File: src/rtl/rv32i_pkg.sv
// Shared RV32I definitions: opcodes, opcode classes, sequencer states and reset vector.
package rv32i_pkg;

  localparam int unsigned XLEN  = 32;
  localparam int unsigned OPC_W = 7;

  localparam logic [XLEN-1:0] RESET_VECTOR_DEFAULT = 32'h0100_0000;

  localparam logic [OPC_W-1:0] OPC_LUI    = 7'b0110111;
  localparam logic [OPC_W-1:0] OPC_AUIPC  = 7'b0010111;
  localparam logic [OPC_W-1:0] OPC_JAL    = 7'b1101111;
  localparam logic [OPC_W-1:0] OPC_JALR   = 7'b1100111;
  localparam logic [OPC_W-1:0] OPC_BRANCH = 7'b1100011;
  localparam logic [OPC_W-1:0] OPC_LOAD   = 7'b0000011;
  localparam logic [OPC_W-1:0] OPC_STORE  = 7'b0100011;
  localparam logic [OPC_W-1:0] OPC_OP_IMM = 7'b0010011;
  localparam logic [OPC_W-1:0] OPC_OP     = 7'b0110011;
  localparam logic [OPC_W-1:0] OPC_FENCE  = 7'b0001111;
  localparam logic [OPC_W-1:0] OPC_SYSTEM = 7'b1110011;

  typedef enum logic [2:0] {
    S_FETCH, S_DECODE, S_EXEC, S_MEM, S_WB, S_HALT, S_TRAP
  } state_e;

  typedef enum logic [3:0] {
    OC_LUI, OC_AUIPC, OC_JAL, OC_JALR, OC_BRANCH, OC_LOAD, OC_STORE,
    OC_OP_IMM, OC_OP, OC_FENCE, OC_SYSTEM, OC_ILLEGAL
  } opclass_e;

  // Map a raw opcode field onto its instruction class.
  function automatic opclass_e classify(input logic [OPC_W-1:0] opc);
    opclass_e oc;
    case (opc)
      OPC_LUI:    oc = OC_LUI;
      OPC_AUIPC:  oc = OC_AUIPC;
      OPC_JAL:    oc = OC_JAL;
      OPC_JALR:   oc = OC_JALR;
      OPC_BRANCH: oc = OC_BRANCH;
      OPC_LOAD:   oc = OC_LOAD;
      OPC_STORE:  oc = OC_STORE;
      OPC_OP_IMM: oc = OC_OP_IMM;
      OPC_OP:     oc = OC_OP;
      OPC_FENCE:  oc = OC_FENCE;
      OPC_SYSTEM: oc = OC_SYSTEM;
      default:    oc = OC_ILLEGAL;
    endcase
    return oc;
  endfunction

endpackage

File: src/rtl/next_pc_gen.sv
// Combinational next-PC selection by instruction class, plus target alignment check.
module next_pc_gen
  import rv32i_pkg::*;
(
  input  logic [XLEN-1:0] pc,
  input  logic [XLEN-1:0] imm,
  input  logic [XLEN-1:0] alu_result,
  input  logic            branch_taken,
  input  opclass_e        opclass,
  output logic [XLEN-1:0] next_pc,
  output logic            misaligned
);

  logic [XLEN-1:0] seq_pc;
  logic            unused_alu_lsb;

  assign seq_pc         = pc + XLEN'(4);
  assign unused_alu_lsb = alu_result[0];

  always_comb begin
    next_pc = seq_pc;
    case (opclass)
      OC_BRANCH: if (branch_taken) next_pc = pc + imm;
      OC_JAL:    next_pc = pc + imm;
      OC_JALR:   next_pc = {alu_result[XLEN-1:1], 1'b0};
      default:   next_pc = seq_pc;
    endcase
  end

  assign misaligned = |next_pc[1:0];

endmodule

File: src/rtl/pc_sequencer.sv
// Multi-cycle RV32I control FSM: fetch/decode/exec/mem/wb sequencing and PC update.
module pc_sequencer
  import rv32i_pkg::*;
#(
  parameter logic [XLEN-1:0] RESET_VECTOR = RESET_VECTOR_DEFAULT
) (
  input  logic            clk,
  input  logic            rst,
  input  logic            halt_req,
  output logic            imem_req,
  input  logic            imem_ready,
  input  logic [XLEN-1:0] instr,
  output logic [XLEN-1:0] ir,
  input  logic [XLEN-1:0] imm,
  input  logic [XLEN-1:0] alu_result,
  input  logic            branch_taken,
  output logic            dmem_req,
  output logic            dmem_we,
  input  logic            dmem_ready,
  output logic            rf_we,
  output logic [XLEN-1:0] pc,
  output logic [XLEN-1:0] next_pc,
  output logic            pc_write,
  output logic            halted,
  output logic            trap
);

  state_e          state_q, state_d;
  logic [XLEN-1:0] pc_q, ir_q, target;
  logic            run_q, fetch_wait_q;
  logic            ir_load, pc_commit, misaligned;
  opclass_e        opclass;

  assign opclass = classify(ir_q[OPC_W-1:0]);
  assign ir      = ir_q;
  assign pc      = pc_q;
  assign next_pc = pc_write ? target : pc_q;

  next_pc_gen u_next_pc_gen (
    .pc           (pc_q),
    .imm          (imm),
    .alu_result   (alu_result),
    .branch_taken (branch_taken),
    .opclass      (opclass),
    .next_pc      (target),
    .misaligned   (misaligned)
  );

  // run_q delays the first fetch one cycle past reset release; fetch_wait_q pins an open fetch.
  always_ff @(posedge clk) begin
    if (!rst) begin
      state_q      <= S_FETCH;
      pc_q         <= RESET_VECTOR;
      ir_q         <= '0;
      run_q        <= 1'b0;
      fetch_wait_q <= 1'b0;
    end else begin
      state_q      <= state_d;
      run_q        <= 1'b1;
      fetch_wait_q <= imem_req && !imem_ready;
      if (ir_load)  ir_q <= instr;
      if (pc_write) pc_q <= target;
    end
  end

  always_comb begin
    state_d   = state_q;
    imem_req  = 1'b0;
    dmem_req  = 1'b0;
    dmem_we   = 1'b0;
    rf_we     = 1'b0;
    pc_write  = 1'b0;
    halted    = 1'b0;
    trap      = 1'b0;
    ir_load   = 1'b0;
    pc_commit = 1'b0;

    case (state_q)
      S_FETCH: begin
        if (run_q) begin
          // A fetch already on the bus is never withdrawn for a late halt request.
          if (halt_req && !fetch_wait_q) begin
            state_d = S_HALT;
          end else begin
            imem_req = 1'b1;
            if (imem_ready) begin
              ir_load = 1'b1;
              state_d = S_DECODE;
            end
          end
        end
      end
      S_DECODE: state_d = (opclass == OC_ILLEGAL) ? S_TRAP : S_EXEC;
      S_EXEC: begin
        case (opclass)
          OC_BRANCH, OC_FENCE: begin
            pc_commit = 1'b1;
            state_d   = S_FETCH;
          end
          OC_SYSTEM: begin
            if (ir_q[14:12] == 3'b000) begin
              pc_commit = 1'b1;
              state_d   = S_HALT;
            end else begin
              state_d = S_WB;
            end
          end
          OC_LOAD, OC_STORE: state_d = S_MEM;
          default:           state_d = S_WB;
        endcase
      end
      S_MEM: begin
        dmem_req = 1'b1;
        dmem_we  = (opclass == OC_STORE);
        if (dmem_ready) begin
          if (opclass == OC_STORE) begin
            pc_commit = 1'b1;
            state_d   = S_FETCH;
          end else begin
            state_d = S_WB;
          end
        end
      end
      S_WB: begin
        rf_we     = 1'b1;
        pc_commit = 1'b1;
        state_d   = S_FETCH;
      end
      S_HALT: begin
        halted = 1'b1;
        if (!halt_req) state_d = S_FETCH;
      end
      S_TRAP:  trap = 1'b1;
      default: state_d = S_TRAP;
    endcase

    if (pc_commit) begin
      if (misaligned) state_d  = S_TRAP;
      else            pc_write = 1'b1;
    end
  end

endmodule

File: config.mk
export PLATFORM = sky130hd
export DESIGN_NAME = pc_sequencer
export DESIGN_NICKNAME = d
export VERILOG_FILES = /design/src/rtl/rv32i_pkg.sv /design/src/rtl/next_pc_gen.sv /design/src/rtl/pc_sequencer.sv
export SDC_FILE = /design/constraint.sdc
export NUM_CORES = 1
export LEC_CHECK = 0
export ABC_AREA = 1
export CAP_MARGIN = 5
export CELL_PAD_IN_SITES_DETAIL_PLACEMENT = 1
export CELL_PAD_IN_SITES_GLOBAL_PLACEMENT = 2
export CORE_UTILIZATION = 25
export CTS_CLUSTER_DIAMETER = 40
export CTS_CLUSTER_SIZE = 16
export DETAILED_ROUTE_END_ITERATION = 7
export PLACE_DENSITY_LB_ADDON = 0.1
export SYNTH_ARGS = -nofsm -noshare
export SYNTH_HDL_FRONTEND = slang
export SYNTH_SLANG_ARGS = --single-unit
File: constraint.sdc
create_clock -name clk -period 8.2 [get_ports clk]
set_input_delay 1.64 -clock clk [delete_from_list [all_inputs] [get_ports clk]]
set_output_delay 1.64 -clock clk [all_outputs]
set_load 0.05 [all_outputs]
======== Word level (Yosys, flattened, before mapping) ========
Cells that the tools add are included.
storage, ports and cells
  output and inout bits ................... 103
  memory bits (writable) .................. 0
  bits in registers ....................... 69
  bits in latches ......................... 0
  memories ................................ 0
  bits in read-only memories .............. 0
  bits of input ports ..................... 102
cells by class
  mux-type cells .......................... 36
  div/mod/pow operators ................... 0
  order comparisons ....................... 0
  add/subtract/negate cells ............... 2
  reduce and logical (&&, ||, !) cells .... 9
  shift-type cells ........................ 0
  bitwise operators ....................... 0
  multiply operators ...................... 0
  eq/ne operators ......................... 25
operators by type and width
  operator                                                                number
  32-bit case mux with 3 select lines                                     1
  32-bit 2-to-1 mux                                                       2
  4-bit case mux with 11 select lines                                     1
  32-bit by 3-bit adder with 32-bit output (second input constant)        1
  32-bit adder                                                            1
  7-bit equality test (second input constant)                             4
  3-bit 2-to-1 mux                                                        9
  7-bit by 6-bit equality test with 1-bit output (second input constant)  3
  3-bit case mux with 7 select lines                                      1
  1-bit 2-to-1 mux                                                        19
  7-bit by 5-bit equality test with 1-bit output (second input constant)  2
  4-bit by 3-bit equality test with 1-bit output (second input constant)  3
  4-bit equality test (second input constant)                             3
  3-bit equality test (second input constant)                             3
  3-bit case mux with 3 select lines                                      1
  4-bit by 2-bit equality test with 1-bit output (second input constant)  2
  7-bit by 2-bit equality test with 1-bit output (second input constant)  1
  7-bit by 4-bit equality test with 1-bit output (second input constant)  1
  3-bit by 2-bit equality test with 1-bit output (second input constant)  2
  3-bit logical NOT                                                       2
  2-bit OR reduction                                                      3
  3-bit by 1-bit equality test with 1-bit output (second input constant)  1
  1-bit case mux with 3 select lines                                      1
  1-bit logical AND                                                       2
  2 further kinds                                                         3

======== Logic depth before layout (Yosys ltp) ========
Gate-level depths: netlist (run 1).
  word-level depth ........................ 8
  depth in mapped cells ................... 15

======== Hierarchy ========
Synthesis (run 1) repeated with hierarchy kept, for this count alone.
second synthesis, totals
  cells, all modules ...................... 1202
  area total of the unflattened synthesis .. 6785.3 um^2
modules (own cells, without submodules)
  module        area an instance (um^2)  sequential area each (um^2)  times used  cells each
  next_pc_gen   3719.8                   0.0                          1           786
  pc_sequencer  3065.4                   1381.3                       1           416

======== Worst setup path after synthesis (run 1) ========
Ideal clock, no wire load.
  path kind ............................... in2out
  start ................................... input port imm[0]
  end ..................................... output port next_pc[0]
  arrival ................................. 3.818 ns
  path slack .............................. 2.742 ns
  stages .................................. 12
  path through ............................ ha_1 > fa_1 > nor2_1 > a21oi_1 > nand2_1 > nand3_2 > nand2_2 > nand2_4 > inv_2 > buf_6 > buf_8 > nor2_1
between the ends
  cells in the longest elaborated chain, start to end .. 7
RTL lines
  element                                line                                  text
  start, declared                        pc_sequencer.sv:14                    input logic [XLEN-1:0] imm,
  32-bit adder *                         next_pc_gen.sv:23, next_pc_gen.sv:24
  32-bit 2-to-1 mux                      next_pc_gen.sv:23                     OC_BRANCH: if (branch_taken) next_pc = pc + imm;
  32-bit case mux with 3 select lines *  next_pc_gen.sv:22                     case (opclass)
  2-bit OR reduction *                   next_pc_gen.sv:30                     assign misaligned = |next_pc[1:0];
  1-bit 2-to-1 mux *                     pc_sequencer.sv:138                   if (misaligned) state_d = S_TRAP;
  1-bit 2-to-1 mux *                     pc_sequencer.sv:137                   if (pc_commit) begin
  named net pc_write                     pc_sequencer.sv:23                    output logic pc_write,
  32-bit 2-to-1 mux *                    n/a
  end, declared                          pc_sequencer.sv:22                    output logic [XLEN-1:0] next_pc,
The timed path passes the listed nets; every way through them passes the cells marked *.

======== Worst setup path in the final report (run 1) ========
  start ................................... input port imm[0]
  end ..................................... output port next_pc[3]
between the ends
  cells in the longest elaborated chain, start to end .. 7
RTL lines
  element                                line
  32-bit adder *                         next_pc_gen.sv:23, next_pc_gen.sv:24
  32-bit 2-to-1 mux                      next_pc_gen.sv:23
  32-bit case mux with 3 select lines *  next_pc_gen.sv:22
  2-bit OR reduction                     next_pc_gen.sv:30
  1-bit 2-to-1 mux                       pc_sequencer.sv:138
  1-bit 2-to-1 mux                       pc_sequencer.sv:137
  32-bit 2-to-1 mux *                    n/a
Mark *: on every way between the ends. The rest lies on a longest branch, timed or not.

==> flow_metrics.py, run 1 <==
metrics = {
    "status": {
        "outcome": "finished, violations left",
        "violations": "design-rule violations",
    },
    "placed_design": {
        "dp_hpwl_um": 25100,
        "placed_cells": 1753,
        "port_buffers": 203,
        "globalplace.congestion": 0.863,
    },
    "sta": {
        "fin_setup_tns_ns": 0,
        "post-route-period-util_pct": 87.2,
        "max_freq_mhz": 140,
        "hold_violations": 0,
        "finalSetupViolCount": 0,
        "rsz0062_at_grt": "false",
        "period_minus_slack_ns": 7.15,
        "fin_skew_ns": 0.0130,
        "tightest_slew_ns": 1.10,
        "max_slew_margin_pct": 26.5,
        "maxSlewViolCount": 0,
    },
    "power_and_ir_drop": {
        "vdd_ir_drop_max_mv": 0.0791,
        "p_leak_uw": 0.00446,
        "power_density_mw_per_mm2": 137,
        "p_comb_share_pct": 38.6,
        "seqPwrFrac_pct": 29.9,
        "switching_share_pct": 40.0,
        "p_int_uw": 776,
        "total_power_uw": 1290,
        "p_sw_uw": 517,
        "power_frac_clock_pct": 31.6,
    },
    "die": {
        "die_h_um": 166,
        "core_area_mm2": 0.0263,
        "ioPinCount": 205,
        "rows": 59,
        "die-area_mm2": 0.0277,
        "die_w_um": 166,
        "initial_core_util_pct": 25.7,
    },
    "clocking": {
        "cts.hold.buffers_added": 0,
        "cts_setup_buffers": 0,
        "htreeDepth": 3,
        "cts_tree": "built",
        "clkTransAtPathRegs_ns": 0.05,
        "clock_latency_ns": 0.35,
        "cts_root_buffer": "clkbuf_16",
        "cts-resized-gates": 0,
        "numCtsBuffers": 9,
        "cts.path.max_buffers": 2,
        "cts.sinks": 69,
    },
    "worst_setup_path": {
        "worst_path_max_delay_cell": "clkdlybuf4s50_1",
        "critPathArrivalTime_ns": 5.51,
        "cp-start-kind": "input port",
        "cp_slowest_stage_delay_ns": 0.80,
        "worstPathMaxFanout": 35,
        "path_buf_inv": 4,
        "path_delay_family": "buffers and inverters",
        "crit_required_ns": 6.56,
        "critical_path.cell_chain": "clkdlybuf4s50_1 -> ha_1 -> fa_1 -> nor2_1 -> a21oi_1 -> nand2_1 -> nand3_2 -> nand2_2 -> nand2_4 -> inv_2 -> o21ai_0 -> inv_1 -> clkdlybuf4s50_1",
        "cp-end-kind": "output port",
        "critPathKind": "input port to output port",
        "cpMostUsedCell": "clkdlybuf4s50_1",
    },
    "yosys": {
        "synth_area_mm2": 0.00676,
        "synth-seq-cells": 69,
        "avgSynthCellArea_um2": 5.48,
        "yosysUniqueCellTypes": 46,
        "ys_warn_count": 0,
        "yosysSeqAreaShare_pct": 20.4,
        "syn-num-nets": 1369,
        "syn_inst": 1234,
    },
    "global_route": {
        "grt_overflow": 0,
        "grt_pass1_wl_um": 47100,
        "grt_pass1_vias": 8637,
        "antenna_found_initial": 0,
        "grt_max_degree": 38,
        "grt.total_usage_pct": 22.0,
    },
    "cells_and_area": {
        "multiInputGateArea_mm2": 0.00454,
        "antenna_cells": 0,
        "finish.utilization_pct": 35.8,
        "final_cell_mix": "nand2_1, clkdlybuf4s50_1, inv_1",
        "drive_above_1_share_pct": 4.53,
        "final_common_cell": "nand2_1",
        "nFillCells": 3507,
        "final_cells": 1769,
        "areaGrowthSynthToFinish_pct": 39.4,
        "seq_area_mm2": 0.00138,
        "final_nets": 1564,
    },
    "detailed_routing": {
        "drt_iter0_markers": 291,
        "wl_per_cell_um": 17.2,
        "firstDrtPassIters": 6,
        "wirelength_um": 30500,
        "vias_per_cell": 4.67,
        "route.detailed.drc": 5,
        "route.antenna.remaining_nets": 0,
        "num_vias": 8270,
    },
    "run": {
        "maxCapViolCount": 0,
    },
    "min_path": {
        "holdCritPathClass": "register to register",
    },
}
final cells by class:
type	instances	area share [%]
multi-input cells	954	48.2
repair buffers	210	22.1
flip-flops and latches	69	14.7
inverters	185	7.40
well taps	335	4.45
clock buffers	12	2.62
clock inverters	4	0.505
metrics by stage:
step	hold WS, ns	setup slack (ns)	instance area [µm²]
floorplan	0.583	2.74	6760
global placement	0.468	1.05	9120
detailed placement	0.474	1.02	9120
CTS	0.480	1.00	9420
global route	0.513	0.849	9420
finish	0.480	1.05	9420
power by group through the flow:
stage	combinational, µW	clock (µW)	sequential, µW
floorplan	253	0	446
global placement	499	0	393
detailed placement	501	0	394
CTS	504	420	387
global route	543	430	389
finish	499	408	386
metal layers:
| layer | up-vias | global-route usage, % | part of all wire [%] |
|---|---|---|---|
| met2 | 160 | 39.2 | 48 |
| met1 | 3810 | 27.0 | 46 |
| li1 | 4273 | - | - |
| met3 | 27 | 3.88 | 4.9 |
| met4 | 0 | 5.96 | 1.6 |
| met5 | - | 0 | 0 |
worst paths after layout:
path / startpoint / to / slack (ns) / cells past startpoint
worst max-delay path: imm[0] / next_pc[3] / 1.05 / 13
worst min-delay path: ir[12]$_SDFFE_PN0P_ / ir[12]$_SDFFE_PN0P_ / 0.48 / 2
worst max register to register: pc[0]$_SDFF_PN0_ / pc[18]$_SDFF_PN0_ / 4.92 / 12
worst min register to register: ir[12]$_SDFFE_PN0P_ / ir[12]$_SDFFE_PN0P_ / 0.48 / 2
cell usage after synthesis, drive strengths merged:
cell type  count  area share [%]
clkinv         1           0.056
a21oi         52             4.1
o211ai         6            0.87
o31ai          1            0.11
nand4         15             1.4
clkbuf        12            0.67
xor2          11             1.4
o221ai         1            0.13
nand2        437              25
nand3        114             8.7
buf           14             1.4
nor4           1           0.093
fa             1            0.30
a31oi          1           0.093
a221oi         1            0.13
ha            32             5.9
o22ai          1           0.093
o21bai         5            0.56
a21boi         1            0.11
nor2         180              11
dfxtp         69              20
a31o           1            0.13
xnor2          1            0.13
o21ai         47             3.5
inv          184              10
nor3          29             2.3
nand3b         9             1.0
or2            6            0.56
a211oi         1            0.11
flip-flops by register name (all words and copies together) (netlist names):
name / cells
pc: 32
ir: 32
fetch_wait_q: 1
run_q: 1
state_q: 3
tightest hold or removal path, stage by stage (launching register included):
cell	delay, ns
dfxtp_1	0.30
inv_1	0.07
a21oi_1	0.06
cells by family after synthesis:
family | Yosys count | synth area share, %
AND/OR/NAND/NOR | 791 | 49.5
buffers and inverters | 211 | 12.4
AO/OA/AOI/OAI | 118 | 9.94
flip-flops | 69 | 20.4
adder cells (fa/ha/maj) | 33 | 6.22
XOR/XNOR | 12 | 1.56
(Power assumes the default switching activity.)
==> inputs of run 2 (changes only) <==
--- a/config.mk
+++ b/config.mk
@@ -13,7 +13,7 @@
 export CTS_CLUSTER_DIAMETER = 40
 export CTS_CLUSTER_SIZE = 16
 export DETAILED_ROUTE_END_ITERATION = 7
-export PLACE_DENSITY_LB_ADDON = 0.1
+export PLACE_DENSITY = 0.86
 export SYNTH_ARGS = -nofsm -noshare
 export SYNTH_HDL_FRONTEND = slang
 export SYNTH_SLANG_ARGS = --single-unit
==> run 2 against run 1 <==
The flow still finishes with violations (design-rule violations). Cell area shrank 0.21%. Clock-buffer cell count down 3. Register-to-register slack better by 0.15 ns. Global-route usage is 0.14 points lower. Sequential power about the same. Core utilization is 0.076 points lower. Critical path type unchanged. Largest power group unchanged. Highest routed layer is now met5.
==> flow_metrics.py, run 2 (same netlist as run 1, synthesis figures left out) <==
metrics = {
    "status": {
        "outcome": "finished, violations left",
        "violations": "design-rule violations",
    },
    "clocking": {
        "cts_tree": "built",
        "cts-resized-gates": 0,
        "cts.path.max_buffers": 2,
        "clkTransAtPathRegs_ns": 0.06,
        "numCtsBuffers": 9,
        "cts_root_buffer": "clkbuf_16",
        "cts.sinks": 69,
        "htreeDepth": 3,
        "clock_latency_ns": 0.35,
        "cts_setup_buffers": 0,
        "cts.hold.buffers_added": 0,
    },
    "cells_and_area": {
        "final_common_cell": "nand2_1",
        "nFillCells": 3547,
        "final_cell_mix": "nand2_1, clkdlybuf4s50_1, inv_1",
        "areaGrowthSynthToFinish_pct": 39.1,
        "antenna_cells": 0,
        "finish.utilization_pct": 35.8,
        "final_cell_area_mm2": 0.00940,
        "drive_above_1_share_pct": 4.54,
        "final_nets": 1562,
    },
    "worst_setup_path": {
        "crit_required_ns": 6.56,
        "cpMostUsedCell": "clkdlybuf4s50_1",
        "critical_path.cell_chain": "clkdlybuf4s50_1 -> ha_1 -> fa_1 -> nor2_1 -> a21oi_1 -> nand2_1 -> nand3_2 -> nand2_2 -> nand2_4 -> inv_2 -> o21ai_0 -> inv_1 -> clkdlybuf4s50_1",
        "r2r-end": "pc[18]$_SDFF_PN0_",
        "path_buf_inv": 4,
        "cp-end-kind": "output port",
        "cp-start-kind": "input port",
        "worstPathMaxFanout": 35,
        "cp_slowest_stage_delay_ns": 0.85,
        "path_delay_family": "buffers and inverters",
        "critPathKind": "input port to output port",
        "r2r-start": "pc[0]$_SDFF_PN0_",
        "worst_path_max_delay_cell": "clkdlybuf4s50_1",
        "r2r_slack_ns": 5.07,
        "critPathArrivalTime_ns": 5.50,
        "reg2regPathDepth": 12,
    },
    "detailed_routing": {
        "route.antenna.remaining_nets": 0,
        "route.detailed.drc": 11,
        "wl_per_cell_um": 17.2,
        "firstDrtPassIters": 7,
        "wirelength_um": 30400,
        "num_vias": 8452,
        "drt_iter0_markers": 374,
        "vias_per_cell": 4.78,
    },
    "sta": {
        "finalSetupViolCount": 0,
        "hold_violations": 0,
        "max_freq_mhz": 140,
        "finalWorstSetupSlack_ns": 1.06,
        "period_minus_slack_ns": 7.14,
        "tightest_slew_ns": 0.921,
        "maxSlewViolCount": 0,
        "fin_setup_tns_ns": 0,
        "fin_skew_ns": 0.00865,
        "max_slew_margin_pct": 38.4,
        "post-route-period-util_pct": 87.0,
        "rsz0062_at_grt": "false",
    },
    "placed_design": {
        "pre_cts_slack_ns": 1.07,
        "placed_area_mm2": 0.00911,
        "port_buffers": 203,
        "dp_hpwl_um": 25100,
        "globalplace.congestion": 0.894,
    },
    "power_and_ir_drop": {
        "power_density_mw_per_mm2": 137,
        "total_power_uw": 1280,
        "p_leak_uw": 0.00444,
        "vdd_ir_drop_max_mv": 0.0935,
    },
    "die": {
        "core_area_mm2": 0.0263,
        "die_w_um": 166,
        "die-area_mm2": 0.0277,
        "die_h_um": 166,
        "initial_core_util_pct": 25.7,
        "rows": 59,
        "ioPinCount": 205,
    },
    "global_route": {
        "grt.total_usage_pct": 21.9,
        "grt_pass1_vias": 8781,
        "grt_overflow": 0,
        "grt_max_degree": 41,
        "grt_pass1_wl_um": 47300,
        "antenna_found_initial": 3,
    },
    "run": {
        "maxCapViolCount": 0,
    },
    "min_path": {
        "hold_start": "ir[14]$_SDFFE_PN0P_",
        "min_path_cells": 2,
        "holdCritPathClass": "register to register",
        "hold_path_end": "ir[14]$_SDFFE_PN0P_",
    },
}
-- run 2: changes by cell type in the layout (fill, tap and decap cells not counted), sizes merged --
cell      previous run  this run
bufinv               1         0
clkbuf              12         9
buf                  7         5
clkinvlp             1         2
inv                184       188
clkinv               3         2
-- run 2: stage by stage --
stage | hold WS, ns | cells
3_3_place_gp | 0.468 | 1751
2_1_floorplan | 0.583 | 1234
3_5_place_dp | 0.471 | 1751
6_report | 0.482 | 1767
4_1_cts | 0.483 | 1767
5_1_grt | 0.514 | 1767
-- run 2: how the worst max path moves through the flow --
| stage | startpoint | to | slack, ns | cells past startpoint |
|---|---|---|---|---|
| 5_1_grt | imm[0] | next_pc[3] | 0.79 | 13 |
| 6_report | imm[0] | next_pc[3] | 1.06 | 13 |
| 2_1_floorplan | imm[0] | next_pc[0] | 2.74 | 12 |
| 4_1_cts | imm[0] | next_pc[3] | 1.04 | 13 |
| 3_5_place_dp | imm[0] | next_pc[3] | 1.07 | 13 |
| 3_3_place_gp | imm[0] | next_pc[3] | 1.05 | 13 |
-- run 2: power by group --
part	internal [µW]	switching, µW
clock network	212	190
registers	356	29.3
logic	176	322
-- run 2: routing by layer --
metal  GRT usage [%]  vias to the layer above  share of wire [%]
met3            5.89                       31                7.1
met5               0                        -              0.026
met4            5.84                        2                2.3
li1                -                     4270                  -
met1            26.6                     3931                 44
met2            37.8                      218                 46
-- run 2: cell type report --
| type | count | area [µm²] | area share (%) |
|---|---|---|---|
| inverters | 185 | 697 | 7.42 |
| clock inverters | 7 | 63.8 | 0.679 |
| repair buffers | 208 | 2070 | 22.0 |
| multi-input cells | 954 | 4540 | 48.3 |
| clock buffers | 9 | 225 | 2.40 |
| flip-flops and latches | 69 | 1380 | 14.7 |
| well taps | 335 | 419 | 4.46 |
-- run 2: worst register-to-register path, delay by kind of cell, from the launching register on --
kind / cells / cell delay, ns
adder cells (fa/ha/maj): 2 / 0.75
buffers and inverters: 1 / 0.66
AND/OR/NAND/NOR: 8 / 1.12
AO/OA/AOI/OAI: 1 / 0.10
flip-flops: 1 / 0.39
